==> src/rtl/lcd_bus_responder.sv <==
// HD44780-style LCD bus responder: decodes writer transfers into a 32-char shadow buffer and models busy timing.
// Optional build macro LCD_RESP_STRICT_TIMING_EN enables strobe-width checking and proto_error reporting.
module lcd_bus_responder #(
    parameter int CLEAR_CYCLES  = 100000,
    parameter int CHAR_CYCLES   = 2000,
    parameter int MIN_EN_CYCLES = 10
) (
    input  logic       clk,
    input  logic       rst,
    input  logic       lcd_rs,
    input  logic       lcd_rw,
    input  logic       lcd_en,
    input  logic [7:0] lcd_data,
    output logic [7:0] lcd_data_out,
    output logic       lcd_data_oe,
    output logic       busy,
    input  logic [4:0] rd_addr,
    output logic [7:0] rd_char,
    output logic [4:0] cursor,
    output logic       frame_done,
    output logic       cmd_error,
    output logic       proto_error
);

    // state  | meaning
    // IDLE   | ready for a transfer, busy=0
    // DECODE | one cycle applying the latched transfer
    // FILL   | writing 0x20 into buffer index 0..31, one per cycle
    // WAIT   | counting down the remaining busy time
    typedef enum logic [1:0] {S_IDLE, S_DECODE, S_FILL, S_WAIT} state_t;

    localparam int TW = ($clog2(CLEAR_CYCLES + 1) > 17) ? $clog2(CLEAR_CYCLES + 1) : 17;
    // DECODE occupies one busy cycle and the terminal-count cycle another, hence the -2.
    localparam logic [TW-1:0] CLEAR_LOAD = TW'(CLEAR_CYCLES - 2);
    localparam logic [TW-1:0] CHAR_LOAD  = TW'(CHAR_CYCLES - 2);

    state_t        state_q, state_d;
    logic          en_q, rs_q, rw_q;
    logic [7:0]    data_q;
    logic          x_rs;
    logic [7:0]    x_data;
    logic [4:0]    fill_idx;
    logic          fill_init;
    logic [TW-1:0] timer;
    logic [4:0]    cursor_q;
    logic [7:0]    mem [32];
    logic [7:0]    rd_char_q;
    logic [7:0]    data_out_q;
    logic          frame_done_q, cmd_error_q, proto_error_q;

    logic          strobe_edge, wr_edge, width_ok, accept, drop_busy;
    logic          cmd_clear, cmd_home, cmd_ddram, addr_line1, addr_line2;
    logic [4:0]    set_idx;
    logic [6:0]    ddram_addr;

`ifdef LCD_RESP_STRICT_TIMING_EN
    logic [7:0]    en_cnt;
    always_ff @(posedge clk) begin
        if (rst)
            en_cnt <= 8'd0;
        else if (lcd_en)
            en_cnt <= (en_cnt == 8'hFF) ? en_cnt : en_cnt + 8'd1;
        else
            en_cnt <= 8'd0;
    end
    assign width_ok = (int'(en_cnt) >= MIN_EN_CYCLES);
`else
    assign width_ok = 1'b1;
`endif

    assign strobe_edge = en_q & ~lcd_en;
    assign wr_edge     = strobe_edge & ~rw_q;
    assign accept      = wr_edge && (state_q == S_IDLE) && !fill_init && width_ok;
    assign drop_busy   = wr_edge && (state_q != S_IDLE);

    assign cmd_clear  = !x_rs && (x_data == 8'h01);
    assign cmd_home   = !x_rs && (x_data[7:1] == 7'b0000001);
    assign cmd_ddram  = !x_rs && x_data[7];
    assign addr_line1 = (x_data[6:4] == 3'b000);
    assign addr_line2 = (x_data[6:4] == 3'b100);
    assign set_idx    = {x_data[6], x_data[3:0]};
    assign ddram_addr = {cursor_q[4], 2'b00, cursor_q[3:0]};

    always_ff @(posedge clk) begin
        if (rst)
            state_q <= S_IDLE;
        else
            state_q <= state_d;
    end

    always_comb begin
        state_d = state_q;
        case (state_q)
            S_IDLE: begin
                if (fill_init)
                    state_d = S_FILL;
                else if (accept)
                    state_d = S_DECODE;
            end
            S_DECODE: state_d = cmd_clear ? S_FILL : S_WAIT;
            S_FILL: begin
                if (fill_idx == 5'd31)
                    state_d = fill_init ? S_IDLE : S_WAIT;
            end
            S_WAIT: begin
                if (timer == '0)
                    state_d = S_IDLE;
            end
            default: state_d = S_IDLE;
        endcase
    end

    always_ff @(posedge clk) begin
        if (rst) begin
            en_q          <= 1'b0;
            rs_q          <= 1'b0;
            rw_q          <= 1'b0;
            data_q        <= 8'h00;
            x_rs          <= 1'b0;
            x_data        <= 8'h00;
            fill_idx      <= 5'd0;
            fill_init     <= 1'b1;
            timer         <= '0;
            cursor_q      <= 5'd0;
            rd_char_q     <= 8'h20;
            data_out_q    <= 8'h00;
            frame_done_q  <= 1'b0;
            cmd_error_q   <= 1'b0;
            proto_error_q <= 1'b0;
        end else begin
            en_q         <= lcd_en;
            rs_q         <= lcd_rs;
            rw_q         <= lcd_rw;
            data_q       <= lcd_data;
            frame_done_q <= 1'b0;
            cmd_error_q  <= 1'b0;
`ifdef LCD_RESP_STRICT_TIMING_EN
            proto_error_q <= drop_busy | (wr_edge & ~width_ok);
`else
            proto_error_q <= 1'b0;
`endif
            if (accept) begin
                x_rs   <= rs_q;
                x_data <= data_q;
            end
            rd_char_q  <= mem[rd_addr];
            data_out_q <= {busy, ddram_addr};
            case (state_q)
                S_DECODE: begin
                    fill_idx <= 5'd0;
                    timer    <= (cmd_clear || cmd_home) ? CLEAR_LOAD : CHAR_LOAD;
                    if (x_rs) begin
                        cursor_q     <= cursor_q + 5'd1;
                        frame_done_q <= (cursor_q == 5'd31);
                    end else if (cmd_clear || cmd_home) begin
                        cursor_q <= 5'd0;
                    end else if (cmd_ddram) begin
                        if (addr_line1 || addr_line2)
                            cursor_q <= set_idx;
                        else
                            cmd_error_q <= 1'b1;
                    end
                end
                S_FILL: begin
                    fill_idx <= fill_idx + 5'd1;
                    if (fill_idx == 5'd31)
                        fill_init <= 1'b0;
                    if (timer != '0)
                        timer <= timer - 1'b1;
                end
                S_WAIT: begin
                    if (timer != '0)
                        timer <= timer - 1'b1;
                end
                default: ;
            endcase
        end
    end

    // Buffer has no reset; the post-reset FILL pass initialises it.
    always_ff @(posedge clk) begin
        if (!rst) begin
            if (state_q == S_DECODE && x_rs)
                mem[cursor_q] <= x_data;
            else if (state_q == S_FILL)
                mem[fill_idx] <= 8'h20;
        end
    end

    assign busy         = (state_q != S_IDLE);
    assign lcd_data_oe  = en_q & rw_q;
    assign lcd_data_out = data_out_q;
    assign rd_char      = rd_char_q;
    assign cursor       = cursor_q;
    assign frame_done   = frame_done_q;
    assign cmd_error    = cmd_error_q;
    assign proto_error  = proto_error_q;

endmodule

==> config.mk <==
export PLATFORM = sky130hd
export DESIGN_NAME = lcd_bus_responder
export DESIGN_NICKNAME = d
export VERILOG_FILES = /design/src/rtl/lcd_bus_responder.sv
export SDC_FILE = /design/constraint.sdc
export NUM_CORES = 1
export LEC_CHECK = 0
export BUFFER_PORTS_ARGS = -buffer_cell sky130_fd_sc_hd__buf_2
export CAP_MARGIN = 20
export CORE_UTILIZATION = 40
export CTS_BUF_LIST = sky130_fd_sc_hd__clkbuf_8
export CTS_CLUSTER_SIZE = 25
export DETAILED_ROUTE_END_ITERATION = 8
export PLACE_DENSITY = 0.66
export SETUP_SLACK_MARGIN = 0.5
export SLEW_MARGIN = 25
export SYNTH_ARGS = -nofsm -noshare
export SYNTH_HDL_FRONTEND = slang
export SYNTH_SLANG_ARGS = --single-unit
==> constraint.sdc <==
create_clock -name clk -period 2.85 [get_ports clk]
set_clock_uncertainty 0.2 [all_clocks]
set_input_delay 0.57 -clock clk [delete_from_list [all_inputs] [get_ports clk]]
set_output_delay 0.57 -clock clk [all_outputs]
set_load 0.005 [all_outputs]
=== Word-level counts from Yosys, hierarchy flattened ===
Memories as Yosys holds them, arrays and structs flattened. A register that Yosys moved wholly into a read port is not among the register bits.
Index checks and enable logic that the tools add are counted.

* Register bits: 60
* Bits in writable memories: 256
* Logic and storage cells: 92
* Memories kept: 1

{| class="wikitable"
|+ Memory list
! memory !! words !! width !! rd ports !! clocked after memory_dff !! write ports !! line !! RTL
|-
| mem || 32 || 8 || 1 || 1 || 1 || 46 || <nowiki>logic [7:0] mem [32];</nowiki>
|}

* Add/sub/neg operators: 3
* Equal/unequal tests: 12
* Muxes and demuxes: 26
* Bitwise operators: 8
* Reduce and logical (&&, ||, !) cells: 27

{| class="wikitable"
|+ Operators by type and width
! cell !! count
|-
| 17-bit 2-to-1 mux || 2
|-
| 17-bit case mux with 2 select lines || 1
|-
| 5-bit 2-to-1 mux || 5
|-
| 17-bit logical NOT || 1
|-
| 17-bit nonzero test || 1
|-
| 17-bit by 1-bit subtractor with 17-bit output, second input constant || 1
|-
| 5-bit by 1-bit adder with 5-bit output, second input constant || 2
|-
| 5-bit == test, second input constant || 2
|-
| 1-bit 2-to-1 mux || 10
|-
| 2-bit 2-to-1 mux || 5
|-
| 5-bit case mux with 2 select lines || 1
|-
| 8-bit by 1-bit == test with 1-bit output, second input constant || 1
|-
| 8-bit 2-to-1 mux || 1
|-
| 2-bit case mux with 4 select lines || 1
|-
| 8-bit OR reduction || 1
|-
| 7-bit by 1-bit == test with 1-bit output, second input constant || 1
|-
| 1-bit logical AND || 6
|-
| 3-bit AND reduction || 2
|-
| 2-bit nonzero test || 3
|-
| 3-bit nonzero test || 2
|-
| 1-bit NOT || 5
|-
| 5-bit OR reduction || 1
|-
| 2-bit == test, second input constant || 2
|-
| 2-bit inequality test, second input constant || 2
|-
| 12 further kinds || 17
|}

=== Longest topological paths before layout ===
* Depth in word-level cells: 8
* Gate-level depth with buffers: 9

=== Least setup slack after synthesis ===
Ideal clock, no wire load.

* Path type: reg2reg
* From: reg state_q[0]
* To: mem mem[2][0] (enable)
* Arrival time: 2039 ps
* Slack: 240 ps
* Stages on the path, launching flop included: 10
* Buffers on the path: 2
* Clock period less this slack: 2610 ps
* Cell sequence: dfxtp_1 inv_1 ha_1 nand2b_1 clkbuf_1 clkbuf_1 nand2_1 o31ai_1 nand2_1 nor2_1

* Cells in the longest elaborated chain, start to end: 7

{| class="wikitable"
|+ Ends and longest elaborated chain
! what !! line !! RTL
|-
| from (decl) || 37 || <nowiki>state_t state_q, state_d;</nowiki>
|-
| from (signal assigned) || 88 || <nowiki>state_q <= state_d;</nowiki>
|-
| 2-bit == test / 2-bit by 1-bit == test with 1-bit output (equally long branches) || 185, 183 ||
|-
| 1-bit 2-to-1 mux / 1-bit logical AND (equally long branches) || 185, 183 ||
|-
| 1-bit 2-to-1 mux || 183 || <nowiki>if (state_q == S_DECODE && x_rs)</nowiki>
|-
| 1-bit 2-to-1 mux || 182 || <nowiki>if (!rst) begin</nowiki>
|-
| 1-bit 2-to-1 mux (not written as such) || 186 || <nowiki>mem[fill_idx] <= 8'h20;</nowiki>
|-
| 8-bit OR reduction (no line) || -- ||
|-
| 5-bit 2-to-1 mux (no line) / 1-bit 2-to-1 mux (equally long branches) || -- ||
|-
| to (decl) || 46 ||
|}

Several ways; a longest one is shown, not always the timed one.

=== Worst setup path in the final report ===
* From: reg state_q[1]
* To: mem mem[11][1] (enable)

The elaborated chain is that of the path after synthesis.

==> out/metrics.csv <==
metric,value,unit
compound-gate portion of the synthesized area,0.05609,
vias in the first global route,7303,
Tcrit/Tclk final,0.8083,
CP Max Fanout,8,
Seq cells post-synth,322,
TritonCTS Buffers,49,
Syn. warnings,0,
clock sinks,322,
Clock Tree Root,clkbuf_8,
largest family of logic cells by synthesized area,multiplexers,
Critical Path Source Type,flip-flop,
post-synthesis sequential area ratio,0.6975,
IO Pins,44,
Starting Density,0.4083,
Crit-path slowest cell,or3_4,
site row count,65,
fillers,2624,
Worst IR Drop VDD,0.5520,mV
P&R area growth vs syn,19.08,%
Post-DRT Antenna Nets,0,
post-synthesis mux area share,0.1336,
CTS tree,done,
proportion of layout cells with a drive suffix above 1,0.3124,
"slowest stage delay, CP",0.40,ns
Adder-Cell Fraction of Synth Area,0.009687,
vias per cell,5.440,
RSZ-0062 raised after global routing,no,
H-tree depth,2,
"commonest non-fill, non-tap cell in the layout",edfxtp_1,
Detail Placement HPWL,17.17,mm
"CP delay by family, top",simple AND/OR/NAND/NOR gates,
Fmax achieved,434.1,MHz
TNS Setup,0,ns
DRC viols,0,
DRT Pass-1 Iters,5,
Tmin final,2.304,ns
Total GRT Usage,0.1700,
area of the core region,31640,µm²
Longest Clk Path Bufs,3,
die span in y,181.7,µm
CP required,2.91,ns
hold crit path type,primary input to flip-flop,
initial antenna violation count,0,
clock slew at reported path FFs,0.06,ns
status,finished clean,
number of flops mapped to enable cells by yosys,256,
PnR worst setup slack,0.5464,ns
Pwr per Cell Area,692.2,nW/µm²
PortBufs,40,
DR WL/cell,20.29,µm
"Distinct cells, synth",54,
crit path DAT,2.36,ns
Post-Synth Simple-Gate Area,0.08350,
max-cap check violation count,0,
drt total wl,27.25,mm
Routability Congestion,0.8146,
synthesized area per cell,16.19,µm²
"Primary FF master, synth",edfxtp_1,
Starting DRT DRC Count,520,
CP Capture Type,flip-flop,
post-synthesis cell area,12920,µm²
CP Cell Sequence,"inv_2, ha_4, nand2_2, or3_4, a21oi_4, buf_6, nand2_4, buf_4, nor2_2, buf_6",
antenna fix cells,0,
Die X,181.7,µm
critical path class,flip-flop to flip-flop,
multi-input logic area,3984,µm²
XOR/XNOR share of the synthesized area,0,
Layout Nets,930,
ys async rst share,0,
first-pass GRT wire length,42.67,mm
Storage cell area,9014,µm²
final hold viol count,0,
final setup vio count,0,
pre-CTS setup slack,0.1512,ns
Crit path buffers/inverters,4,
pin slew with the least headroom to its limit,0.7817,ns
"Slew Viols, Final",0,
worst skew pair latency,0.55,ns
Leak,5.786,nW
largest net degree at the start of global routing,65,
most frequent cells in the layout,"256 x edfxtp_1, 64 x mux4_2, 64 x dfxtp_1",
die area,33010,µm²
Vias,7306,
Cells after Synth,798,
total congestion overflow,0,
Slew HR,0.4789,
Crit path top cell by count,buf_6,
## synthesized netlist by cell type, drive strengths merged, types with 6 or more instances
| cell | n | area, µm² |
|---|---|---|
| nand2b | 11 | 68.82 |
| buf | 22 | 133.9 |
| mux4 | 64 | 1441 |
| edfxtp | 256 | 7687 |
| a22oi | 15 | 112.6 |
| nor3 | 13 | 80.08 |
| ha | 10 | 125.1 |
| a311oi | 6 | 52.55 |
| o21ai | 18 | 90.09 |
| mux2i | 25 | 250.2 |
| or3 | 6 | 42.54 |
| and2 | 9 | 56.30 |
| clkbuf | 20 | 75.07 |
| dfxtp | 66 | 1321 |
| nor2b | 21 | 131.4 |
| a21oi | 27 | 135.1 |
| a31oi | 11 | 68.82 |
| nand2 | 44 | 165.2 |
| nand3 | 12 | 60.06 |
| nor4 | 7 | 65.06 |
| inv | 11 | 41.29 |
| nand3b | 8 | 60.06 |
| o22ai | 7 | 43.79 |
| nor2 | 66 | 247.7 |
| a211o | 7 | 61.31 |
## stage by stage
stage / std cells / total power, mW / util / hold WS, ns / instance area [µm²]
after floorplan: 800 / 6.489 / - / 0.2365 / 13030
after global placement: 1236 / 6.829 / 0.4387 / 0.2423 / 13880
after detailed placement: 1236 / 6.868 / 0.4387 / 0.2500 / 13880
after CTS: 1338 / 10.67 / 0.4811 / 0.001953 / 15220
after global routing: 1343 / 11.14 / 0.4862 / 0.01372 / 15380
final: 1343 / 10.65 / 0.4862 / 0.03567 / 15380
## layer usage
layer  global-route usage  share of wire  vias to the layer above
li1                     -              -                     3352
met1               0.2382           0.44                     3658
met2               0.2606           0.47                      246
met3              0.04332          0.073                       50
met4              0.05254          0.019                        0
met5                    0              0                        -
## cell families (layout without fill, tap and decap cells)
| family | Yosys count | after routing |
|---|---|---|
| and+or+nand+nor | 210 | 210 |
| AOI/OAI and AO/OA | 110 | 110 |
| other | 1 | 3 |
| DFF | 322 | 322 |
| muxes | 92 | 92 |
| adders and majority gates | 10 | 10 |
| buffers and inverters | 53 | 194 |
## registers in the layout, summed over array words and instances (netlist names), 2 cells and up
name	flops
mem	256
timer	17
data_q	8
rd_char	8
x_data	8
lcd_data_out	6
cursor	5
fill_idx	5
state_q	2
## final timing paths
path | cells after the start | slack [ns] | startpoint | endpoint
worst max-delay path | 10 | 0.55 | state_q[1] | mem[11][1]
worst min-delay path | 2 | 0.04 | lcd_data[1] | data_q[1]
worst max register to register | 10 | 0.55 | state_q[1] | mem[11][1]
worst min register to register | 2 | 0.26 | data_q[1] | x_data[1]
## power by group
part,total [mW],switching (mW),leakage (nW),internal [mW]
registers,5.35,0.159,3.42,5.19
logic,1.55,0.903,1.82,0.642
clock network,3.75,1.72,0.546,2.03
## timing repair
item / 4_1_cts / 5_1_grt
endpoints found under the hold margin: 1 / 0
setup buffers: 11 / 5
resized for setup: 40 / 24
pin swaps: 13 / 12
hold buffers: 1 / 0
setup endpoints to repair: 291 / 217
## cell type report
cell class | count | area share
Multi-Input combinational cell | 425 | 0.2590
Inverter | 11 | 0.002847
Clock buffer | 51 | 0.04564
Sequential cell | 322 | 0.5860
Timing Repair Buffer | 93 | 0.05613
Clock inverter | 39 | 0.01765
Tap cell | 402 | 0.03270
(Power assumes the default switching activity.)
